===== config.mk =====
export PLATFORM = sky130hd
export DESIGN_NAME = primitive_matrix_decomp_arbiter
export DESIGN_NICKNAME = d
export VERILOG_FILES = /design/src/rtl/primitive_matrix_decomp_arbiter.sv
export SDC_FILE = /design/constraint.sdc
export NUM_CORES = 1
export LEC_CHECK = 0
export BUFFER_PORTS_ARGS = -buffer_cell sky130_fd_sc_hd__buf_4
export CAP_MARGIN = 40
export CELL_PAD_IN_SITES_DETAIL_PLACEMENT = 1
export CELL_PAD_IN_SITES_GLOBAL_PLACEMENT = 2
export CORE_ASPECT_RATIO = 0.75
export CORE_UTILIZATION = 37
export CTS_BUF_LIST = sky130_fd_sc_hd__clkbuf_4 sky130_fd_sc_hd__clkbuf_8
export DETAILED_ROUTE_END_ITERATION = 7
export PLACE_DENSITY = 0.88
export SETUP_SLACK_MARGIN = 0.4
export SYNTH_ARGS = -nofsm -noshare
export SYNTH_HDL_FRONTEND = slang
export SYNTH_SLANG_ARGS = --single-unit

===== constraint.sdc =====
create_clock -name clk -period 2.6 [get_ports clk]
set_input_delay 0.26 -clock clk [delete_from_list [all_inputs] [get_ports clk]]
set_output_delay 0.26 -clock clk [all_outputs]
set_load 0.05 [all_outputs]

===== src/rtl/primitive_matrix_decomp_arbiter.sv =====
// primitive_matrix_decomp_arbiter: round-robin sharing of one decomposition engine with stale-done masking and a job watchdog
module primitive_matrix_decomp_arbiter #(
    parameter int NUM_REQ        = 4,
    parameter int ID_W           = 2,
    parameter int TIMEOUT_CYCLES = 4096,
    parameter int CNT_W          = 16
) (
    input  logic               clk,
    input  logic               rst_n,
    input  logic [NUM_REQ-1:0] req,
    output logic [NUM_REQ-1:0] grant,
    output logic [NUM_REQ-1:0] ack,
    output logic               ack_err,
    output logic [ID_W-1:0]    owner_id,
    output logic               busy,
    output logic               eng_start,
    input  logic               eng_done,
    output logic [CNT_W-1:0]   job_count,
    output logic [CNT_W-1:0]   err_count
);
    localparam int TW = (TIMEOUT_CYCLES > 0) ? $clog2(TIMEOUT_CYCLES + 1) : 1;
    localparam logic [TW-1:0] T_LAST = TW'((TIMEOUT_CYCLES > 0) ? TIMEOUT_CYCLES - 1 : 0);

    typedef enum logic [2:0] {IDLE, WAIT_CLR, RUN, DRAIN, GAP} state_t;

    state_t              state;
    logic [ID_W-1:0]     last_owner;
    logic [ID_W-1:0]     winner;
    logic [NUM_REQ-1:0]  hi;
    logic [NUM_REQ-1:0]  pool;
    logic [TW-1:0]       tcnt;
    logic                expire;

    // the counter value seen in the cycle that completes TIMEOUT_CYCLES in WAIT_CLR+RUN
    assign expire = (TIMEOUT_CYCLES != 0) && (tcnt == T_LAST);

    // round-robin pick: lowest requester above last_owner, else lowest overall
    always_comb begin
        hi     = req & ~((NUM_REQ'(2) << last_owner) - NUM_REQ'(1));
        pool   = (|hi) ? hi : req;
        winner = '0;
        for (int j = NUM_REQ - 1; j >= 0; j--) winner = pool[ID_W'(j)] ? ID_W'(j) : winner;
    end

    // job sequencer: grant, engine handshake, watchdog, completion routing and counters
    always_ff @(posedge clk or negedge rst_n) begin
        if (!rst_n) begin
            state      <= IDLE;
            last_owner <= ID_W'(NUM_REQ - 1);
            tcnt       <= '0;
            grant      <= '0;
            ack        <= '0;
            ack_err    <= 1'b0;
            owner_id   <= '0;
            busy       <= 1'b0;
            eng_start  <= 1'b0;
            job_count  <= '0;
            err_count  <= '0;
        end else begin
            ack     <= '0;
            ack_err <= 1'b0;
            case (state)
                IDLE: if (|req) begin
                    grant      <= NUM_REQ'(1) << winner;
                    owner_id   <= winner;
                    last_owner <= winner;
                    eng_start  <= 1'b1;
                    busy       <= 1'b1;
                    tcnt       <= '0;
                    state      <= WAIT_CLR;
                end
                WAIT_CLR, RUN: begin
                    tcnt <= tcnt + TW'(1);
                    if (state == RUN && eng_done) begin
                        ack       <= grant;
                        job_count <= job_count + CNT_W'(1);
                        grant     <= '0;
                        eng_start <= 1'b0;
                        state     <= GAP;
                    end else if (expire) begin
                        ack       <= grant;
                        ack_err   <= 1'b1;
                        err_count <= (&err_count) ? err_count : err_count + CNT_W'(1);
                        grant     <= '0;
                        eng_start <= 1'b0;
                        state     <= (state == RUN) ? DRAIN : GAP;
                    end else if (state == WAIT_CLR && !eng_done) begin
                        state <= RUN;
                    end
                end
                DRAIN: if (eng_done) state <= GAP;
                GAP: begin
                    busy  <= 1'b0;
                    state <= IDLE;
                end
                default: state <= IDLE;
            endcase
        end
    end
endmodule


# Word-level counts from Yosys, hierarchy flattened
# Cells that the tools add are included.
# word_totals
ff_bits	63
inputBits	7
output_inout_bits	45
word_cells	74
# op_classes
n_addsub	4
eq_ne	9
shifts	2
n_mux	27
n_bitwise	4
n_reduce_logical	17
# op_table
operator	count
$add 16x1->16 const B	2
$pmux 13 s2	1
$mux 4	6
$mux 3	6
$reduce_and 16->1	1
$add 13x1->13 const B	1
$eq 13x12->1 const B	1
$mux 13	1
$pmux 3 s3	1
$pmux 4 s2	1
$reduce_and 2->1	4
$reduce_or 4->1	2
$eq 3x2->1 const B	2
$mux 1	6
$mux 2	3
$reduce_and 3->1	2
$and 4x4->4	1
$ne 2x2->1 const B	2
$ne 4x4->1 const B	1
$not 4->4	1
$pmux 1 s2	2
$reduce_and 4->1	1
$reduce_bool 2->1	2
$shl 1x2->4 const A	1
other kinds (10)	12

# Longest topological paths before layout
# Gate-level depths: netlist of the first run.
# depth
depth_word	11
mapped_depth	6
mapped_depth_nobuf	6

# Worst setup path after synthesis of the first run
# No wires, ideal clock.
# synth_timing
path_type	register to register
start	reg err_count[0]
end	reg err_count[1]
setup_time_ns	0.127
t_arrival_ns	2.055
t_required_ns	2.473
setup_slack_ns	0.417
stages_incl_launch_ff	6
n_path_buf	0
synth_period_minus_slack_ns	2.183
cell_sequence	dfrtp_1 -> ha_1 -> nand4_1 -> nor4_1 -> nor3_4 -> mux2_1
# synth_via
elab_chain_cells	3
word_cells_on_any_way	4
classes_between	add/sub: 1; bitwise: 1; reduce/logical: 2
# synth_rtl
element	line_no	text
start, declared	19	output logic [CNT_W-1:0] err_count
start signal, assigned	83	err_count <= (&err_count) ? err_count : err_count + CNT_W'(1);
branches (longest 3 deep; another with $add 16x1->16)	n/a	
# Several ways; the timed one is not identified.
# A chain may end at the register's enable or synchronous reset.

# Worst setup path after layout of the first run
# layout_timing
start	reg state[0]
end	reg err_count[1]
# layout_via
elab_chain_cells	4
word_cells_on_any_way	6
classes_between	eq/ne: 2; bitwise: 1; reduce/logical: 3
# layout_rtl
element	line_no	text
start, declared	26	state_t state;
start signal, assigned	86	state <= (state == RUN) ? DRAIN : GAP;
$eq 3x2->1	62, 74	
$logic_and 1x1->1	74	if (state == RUN && eng_done) begin
$not 1->1 (no line)	n/a	
$reduce_and 4->1 (no line) *	n/a	
# Mark *: on every way between the ends. The rest lies on a longest branch, timed or not.

==> results by stage, run 1 <==
Clock tree:
- For this design, the sink count on the clock tree is 58.
- TritonCTS built the clock tree.
- In this run the number of H-tree levels came out at 3.
- After clock tree synthesis, the setup repair step added 0 buffers.
- The root buffer cell is sky130_fd_sc_hd__clkbuf_8.
- TritonCTS created 9 clock buffers.
- Clock latency on the worst-skew pair, taken at its later pin, is roughly 350 ps.
- The longest clock path from root to sink contains 2 buffers.
- The post-CTS clock slew at the launch and capture registers of the worst setup and hold paths is approximately 70 ps.

Timing:
- The count of pins over their slew limit came to 0.
- The part of the cycle the worst path needs is 77.3%.
- The total count of hold-check failures in the final report is 0.
- Setup violations remaining at the end of the flow were counted as 0.
- On the final layout, the worst hold slack is 143 ps.
- Across the routed clock network, the largest skew measured is ~9.2 ps.
- The minimum period implied by the final worst setup slack is about 2000 ps.
- Adding up every negative setup slack in the final design gives 0 ps.
- The fmax is slightly below 500 MHz.
- The slew of the pin with the lowest slew margin is roughly 760 ps.
- The remaining max-slew budget at the tightest pin is between 40% and 50%.
- Setup repair after global routing left no endpoint under its margin.

Layout:
- The multi-input combinational cells in the finished layout cover a total of about 0.0014 mm2.
- The number of antenna diodes is 0.
- The library cells used most frequently in the layout, excluding fill and tap cells, are 56 x sky130_fd_sc_hd__dfrtp_1, 48 x sky130_fd_sc_hd__buf_4, 24 x sky130_fd_sc_hd__nor2_1.
- The library cell used most frequently in the layout, excluding fill and tap cells, is sky130_fd_sc_hd__dfrtp_1.
- The filler cells instantiated in the layout total 847.
- Registers take between 0.001 and 0.0015 mm2.
- The ratio of cells with drive above 1 in the final layout is 27.0%.
- The post-route cell area is roughly 0.0035 mm2.
- Relative to the synthesized area, the layout overhead comes to 23.3%.
- The final design utilization is around 48%.
- The final net count is around 320.

Route:
- The overall routed net length is around 6500 um.
- The total via count after detailed routing is about 2100.
- Dividing the detail-routed via count by the number of cells gives slightly above 5.
- The number of iterations in the first detailed-routing pass is 4.
- After detailed routing, the number of remaining DRC violations is 0.
- The routed wirelength normalized by instance count is 15.6 um.
- The detail route stage leaves a number of antenna-violating nets equal to 0.
- The detailed router finished its first iteration with between 80 and 90 violations.

Yosys:
- The leading register cell type out of synthesis is sky130_fd_sc_hd__dfrtp_1.
- The synthesis warning total is 0.
- The post-synthesis instance area is 0.00287 mm2.
- After synthesis, the cell types taking the most area are sky130_fd_sc_hd__dfrtp_1 49%, sky130_fd_sc_hd__xnor2_1 6.1%, sky130_fd_sc_hd__xor2_1 5.2%.
- In this run, synthesis inferred 0 flip-flops with an integrated enable.
- Of all cell types, the one taking the most synthesized area is sky130_fd_sc_hd__dfrtp_1.
- Synthesis produced a netlist whose cell count is ~260.
- The mean post-synth cell area is 11.0 um2.
- The part of the Yosys area used for sequential elements is 50.6%.
- The number of library cell types mapped by synthesis is 49.
- The area share of the leading cell type in the synthesized netlist is about half.
- For this run, asynchronously set or reset flops after synthesis account for between 90% and 100%.
- The synthesis-stage register bit count is 58.

Worst setup path:
- The kind of launch point of the worst setup path is a register.
- By startpoint and endpoint, the worst setup path is classified as register to register.
- STA classifies the critical path endpoint as a register.
- The data arrival time of the critical path is ~2200 ps.
- For the worst setup path, the data required time is between 2000 and 3000 ps.
- The largest fanout on the critical path is 15.

Global routing:
- Across every metal layer, demand over resource in global routing totals 17.7%.
- The number of antenna violations at the first check in global routing was 0.
- The number of global-route vias before repair is 2152.
- Entering global routing, the biggest net connects just under 60 pins.
- The first global-routing pass estimated around 11000 um of wire.
- The residual overflow from global routing is 0.

Pwr:
- For this design the static power due to leakage is between 1.5 and 2 nW.
- The total power draw is between 2 and 3 mW.
- Dividing total power by cell area gives a power density of 833 mW/mm2.
- VDD sags by at most between 300 and 400 uV.

Run status:
- The flow ran to the end, and the final reports show no timing, DRC or antenna violations.

Job:
- Across the run, the number of max-cap violations was 0.

Floorplanning:
- The die footprint is a little over 0.008 mm2.
- The core outline area is around 0.0074 mm2.
- The die outline width is 104 um.
- The number of ports placed on the die boundary is 52.
- The chip height is around 80 um.
- The number of placement rows is 27.
- The initial utilization of the core area, before any placement, comes to about two fifths.

Placement:
- The half-perimeter wire length after placement is approximately 4500 um.
- The port buffer count is between 40 and 50.
- At the end of routability-driven placement, the weighted congestion stood at 0.765.
- The placed cell area is about 0.0033 mm2.

Hold path:
- The class of the most critical hold timing path is input port to register.
metrics by stage:
step / setup slack (ps) / std cells
final: 589 / 419
after global routing: 415 / 419
after CTS: 548 / 419
after detailed placement: 574 / 402
after global placement: 627 / 402
after floorplan: 417 / 265
synthesized netlist by cell type (3+ instances only):
master	n
sky130_fd_sc_hd__a21o_1	3
sky130_fd_sc_hd__a21oi_1	11
sky130_fd_sc_hd__and2_1	4
sky130_fd_sc_hd__and3_1	9
sky130_fd_sc_hd__buf_2	3
sky130_fd_sc_hd__buf_4	6
sky130_fd_sc_hd__dfrtp_1	56
sky130_fd_sc_hd__ha_1	3
sky130_fd_sc_hd__inv_1	4
sky130_fd_sc_hd__mux2_2	3
sky130_fd_sc_hd__nand2_1	12
sky130_fd_sc_hd__nand3_1	16
sky130_fd_sc_hd__nand4_1	12
sky130_fd_sc_hd__nor2_1	24
sky130_fd_sc_hd__nor2b_1	3
sky130_fd_sc_hd__nor3_1	5
sky130_fd_sc_hd__nor4_1	3
sky130_fd_sc_hd__o21ai_0	6
sky130_fd_sc_hd__xnor2_1	20
sky130_fd_sc_hd__xor2_1	17
worst max-delay path: stages (launching register included):
cell and delay, ps:
sky130_fd_sc_hd__dfrtp_1 610, sky130_fd_sc_hd__nor2b_1 300, sky130_fd_sc_hd__o21bai_1 210, sky130_fd_sc_hd__nor3_4 420, sky130_fd_sc_hd__mux2_1 360
final cells by class:
class | count | share of cell area [%]
repair buffers | 49 | 10.5
clock inverters | 5 | 2.19
clock buffers | 11 | 4.10
inverters | 4 | 0.424
well taps | 101 | 3.57
flip-flops and latches | 58 | 41.1
multi-input cells | 191 | 38.2
cell families after synthesis:
family	Yosys count	share of synthesized area (%)
flops	58	50.6
mux	5	1.96
buf+inv	16	3.27
xor+xnor	37	11.3
simple gates	109	24.0
other cells	1	0.131
fa+ha+maj	3	1.31
compound gates	32	7.41
state kept, by name, summed over array words and instances, names as in the netlist, 2 cells and up:
name / cells
err_count: 16
job_count: 16
tcnt: 13
state: 3
ack: 2
grant: 2
last_owner: 2
where the power goes:
part / switching, mW / internal (mW) / total, mW
logic: 0.545 / 0.284 / 0.829
clock network: 0.376 / 0.573 / 0.949
registers: 0.160 / 1.01 / 1.17
what timing repair did:
action / 4_1_cts / 5_1_grt
endpoints found under the setup margin: 0 / 1
resized for setup: 0 / 1
endpoints found under the hold margin: 33 / 0
hold buffers: 1 / 0
path summary, 6_finish.rpt:
check / endpoint / startpoint / slack (ps) / cells past startpoint
setup / recovery: err_count[1] / state[0] / 590 / 4
hold / removal: state[1] / eng_done / 140 / 2
setup reg to reg: err_count[1] / state[0] / 590 / 4
hold reg to reg: job_count[15] / job_count[15] / 480 / 1
max in group asynchronous: tcnt[0] / rst_n / 1570 / 2
min in group asynchronous: job_count[8] / rst_n / 530 / 2
metal layers:
| layer | vias to the layer above | GRT usage (%) | part of all wire [%] | wire length, um |
|---|---|---|---|---|
| met5 | - | 0 | 0 | 0 |
| met4 | 0 | 5.57 | 0.34 | 22 |
| met3 | 4 | 6.23 | 3.9 | 254 |
| met2 | 39 | 27.0 | 46 | 3020 |
| met1 | 1063 | 23.7 | 50 | 3240 |
| li1 | 1027 | - | - | - |
(Power assumes the default switching activity.)
==> inputs of run 2 (changes only) <==
==> constraint.sdc (replaced) <==
create_clock -name clk -period 2 [get_ports clk]
set_input_delay 0.2 -clock clk [delete_from_list [all_inputs] [get_ports clk]]
set_output_delay 0.2 -clock clk [all_outputs]
set_load 0.05 [all_outputs]
==> run 2 against run 1 <==
Register-to-register slack lost 310 ps. Sequential share of layout area shrank 4.9 points. Global-route usage grew 0.92 points. Hold slack lost 58 ps. Critical endpoint is now err_count[15]. Largest power group is now combinational logic. Design area grew 16%. Utilization grew 7.4 points. Highest routed layer unchanged.
==> results by stage, run 2 (same netlist as run 1, synthesis figures left out) <==
Floorplanning:
- The number of placement rows is 27 (unchanged).
- The number of ports placed on the die boundary is 52 (unchanged).
- The chip height is 78.3 um (unchanged).
- The core outline area came to 0.00743 mm2 (unchanged).
- The starting density of the core was 38.6% (unchanged).
- The die outline width is 104 um (unchanged).
- The die footprint is 0.00812 mm2 (unchanged).

Job:
- The max-capacitance violation count is 0 (unchanged).

Hold path:
- The worst-case hold path end point is state[1].
- In this run the worst hold path is classified as input port to register.
- The number of instances on the worst hold path was 2 (unchanged).
- The startpoint identified for the worst hold timing path is eng_done.

Route:
- The total via count after detailed routing was 2290 (+7.4%).
- The number of design-rule violations left by the first detailed-router iteration was 104 (+27%).
- The routed wirelength normalized by instance count was 16.1 um (+3.3%).
- The overall routed net length is 7370 um (+13%).
- The detail-routed via count per cell is 5.01 (-1.6%).
- The remaining antenna violation count came to 0 (unchanged).
- The DRC violations left is 0 (unchanged).
- The number of iterations in the first detailed-routing pass was 4 (unchanged).

Timing:
- Setup repair after global routing could not meet its margin everywhere.
- The part of the cycle the worst path needs is 85.9% (+8.6 points).
- The minimum period implied by the final worst setup slack was 1720 ps (-292 ps).
- The slew of the pin with the lowest slew margin is 760 ps (-2.84 ps).
- The remaining max-slew budget at the tightest pin came to 49.0% (+0.20 points).
- The total count of hold-check failures in the final report is 0 (unchanged).
- The count of pins over their slew limit is 0 (unchanged).
- The clock skew is 11.0 ps (+1.79 ps).
- The total of endpoints with negative setup slack in the final report was 0 (unchanged).
- The fmax is 582 MHz (+17%).
- The total negative slack is 0 ps (unchanged).
- The post-route worst setup slack was 281 ps (-308 ps).

Worst setup path:
- The required time at the worst-slack endpoint is 2260 ps (-570 ps).
- The critical register-to-register path endpoint is err_count[15].
- By startpoint and endpoint, the worst setup path is classified as register to register.
- The data arrival time of the critical path is 1970 ps (-270 ps).
- The setup slack of the most critical reg-to-reg path is 280 ps (-310 ps).
- The count of cells along the worst register-to-register path is 7 (+3).
- The largest fanout on the critical path is 4 (-11).
- The start of the worst register-to-register path is err_count[0].
- The worst setup path is captured at a register.
- The worst setup path is launched from a register.

Layout:
- The signed area change from the synthesized netlist to the final layout is 42.4%.
- The largest registers in the layout are err_count: 16 flops, job_count: 16 flops, tcnt: 13 flops.
- The number of antenna diodes came to 0 (unchanged).
- In the layout the commonest cells are 79 x sky130_fd_sc_hd__buf_4, 36 x sky130_fd_sc_hd__dfrtp_1, 20 x sky130_fd_sc_hd__dfrtp_2.
- The ratio of cells with drive above 1 in the final layout is 48.6% (+22 points).
- The library cell used most frequently in the layout, excluding fill and tap cells, is sky130_fd_sc_hd__buf_4.
- The final net count is 361 (+12%).
- The layout filler cell count is 798 (-5.8%).

Global routing:
- The global-route usage over all layers was 18.6% (+0.92 points).
- The number of antenna violations at the first check in global routing was 0 (unchanged).
- The global-route wire length before repair is 11800 um (+6.1%).
- The number of global-route vias before repair is 2365 (+9.9%).
- The residual overflow from global routing is 0 (unchanged).
- The largest net degree at the start of global routing is 59 (unchanged).

Clock tree:
- The post-CTS clock slew at the launch and capture registers of the worst setup and hold paths is 70 ps (about the same).
- The total number of clock tree sinks was 58 (unchanged).
- The root buffer cell is sky130_fd_sc_hd__clkbuf_8.
- The number of buffers between clock root and the deepest sink was 2 (unchanged).
- The total clock buffers created by CTS is 9 (unchanged).
- The H-tree depth reported by CTS is 3 (unchanged).
- TritonCTS built the clock tree.
- The clock insertion delay at the later pin of the skew report came to 340 ps (about the same).

Pwr:
- The proportion of power drawn by flip-flops and latches is 35.6% (-4.1 points).
- The switching power as a share of total power was 36.6% (about the same).
- The standby leakage power was 1.92 nW (+14%).
- The power density over the cells is 1020 mW/mm2 (+22%).
- The switching power came to 1.52 mW (+41%).
- The highest ir drop seen on vdd is 521 uV (+51%).
- The clock share of power is 27.7% (-4.5 points).
- The internal power component came to 2.63 mW (+41%).
- The proportion of power drawn by combinational gates came to 36.7% (+8.6 points).

Placement:
- The half-perimeter wire length after placement was 4350 um (-3.1%).
- The worst setup slack before clock tree synthesis is 90.2 ps (-484 ps).
- The final RePlAce weighted congestion was 0.744 (-2.8%).
- The port buffer count is 46 (unchanged).

Run status:
- The flow ran to the end, and the final reports show no timing, DRC or antenna violations.
==> run 2: cell count changes in the layout (fill, tap and decap cells not counted), moves of 4 or more <==
| cell | before | now |
|---|---|---|
| sky130_fd_sc_hd__buf_4 | 48 | 79 |
| sky130_fd_sc_hd__nor2_1 | 24 | 19 |
| sky130_fd_sc_hd__buf_6 | 0 | 6 |
| sky130_fd_sc_hd__dfrtp_1 | 56 | 36 |
| sky130_fd_sc_hd__dfrtp_2 | 0 | 20 |
| sky130_fd_sc_hd__nand3_1 | 16 | 12 |
| sky130_fd_sc_hd__nor3_1 | 5 | 1 |
| sky130_fd_sc_hd__nand3_2 | 0 | 4 |
==> run 2: metrics by stage <==
| step | instance area [um2] | hold WS [ps] | util [%] | total power, mW | instances |
|---|---|---|---|---|---|
| after floorplan | 2950 | -95.6 | - | 2.28 | 265 |
| after global placement | 3410 | 316 | 45.9 | 2.63 | 408 |
| after detailed placement | 3420 | 318 | 46.0 | 2.69 | 409 |
| after CTS | 3880 | 64.9 | 52.2 | 4.00 | 445 |
| after global routing | 4090 | 85.9 | 55.0 | 4.36 | 457 |
| final | 4090 | 85.6 | 55.0 | 4.16 | 457 |
==> run 2: power by group through the flow <==
stage          Combinational (mW)  Sequential (mW)  Clock [mW]
4_1_cts                      1.34             1.48        1.18
6_report                     1.53             1.48        1.15
2_1_floorplan               0.539             1.74           0
3_3_place_gp                 1.14             1.49           0
5_1_grt                      1.64             1.50        1.22
3_5_place_dp                 1.18             1.50           0
==> run 2: final cells by class <==
type	instances	area [um2]	area share (%)
sequential	58	1480	36.2
multi-input combinational	191	1570	38.3
tap	101	126	3.09
timing repair buffer	87	691	16.9
inverter	4	15.0	0.367
clock inverter	4	48.8	1.19
clock buffer	12	165	4.04
==> run 2: repair_timing <==
action / in CTS / in global routing
endpoints found under the hold margin: 56 / 0
setup endpoints to repair: 37 / 43
hold buffers: 1 / 0
buffers inserted: 19 / 12
pin swaps: 13 / 16
resized for setup: 20 / 24
==> run 2: per-layer routing <==
metal	share of wire, %	track usage, %	up-vias
met4	1.6	6.57	0
met5	0	0	-
li1	-	-	1097
met1	44	22.1	1144
met3	3.3	5.15	12
met2	51	32.7	37
==> run 2: critical path, stage by stage, from the launching register on <==
cell                        delay (ps)
sky130_fd_sc_hd__dfrtp_2           430
sky130_fd_sc_hd__ha_4              170
sky130_fd_sc_hd__nand4_1           140
sky130_fd_sc_hd__buf_4             160
sky130_fd_sc_hd__o211a_1           200
sky130_fd_sc_hd__nand4bb_4         180
sky130_fd_sc_hd__nor3_2            160
sky130_fd_sc_hd__xor2_1            180
==> run 2: how the worst max path moves through the flow <==
stage | startpoint | depth (start not counted) | slack (ps) | endpoint
2_1_floorplan | err_count[0] | 5 | 260 | err_count[1]
3_3_place_gp | state[0] | 2 | 150 | grant[1]
3_5_place_dp | tcnt[1] | 6 | 90 | err_count[3]
4_1_cts | tcnt[0] | 6 | 270 | err_count[1]
5_1_grt | tcnt[0] | 7 | 220 | err_count[10]
6_report | err_count[0] | 7 | 280 | err_count[15]
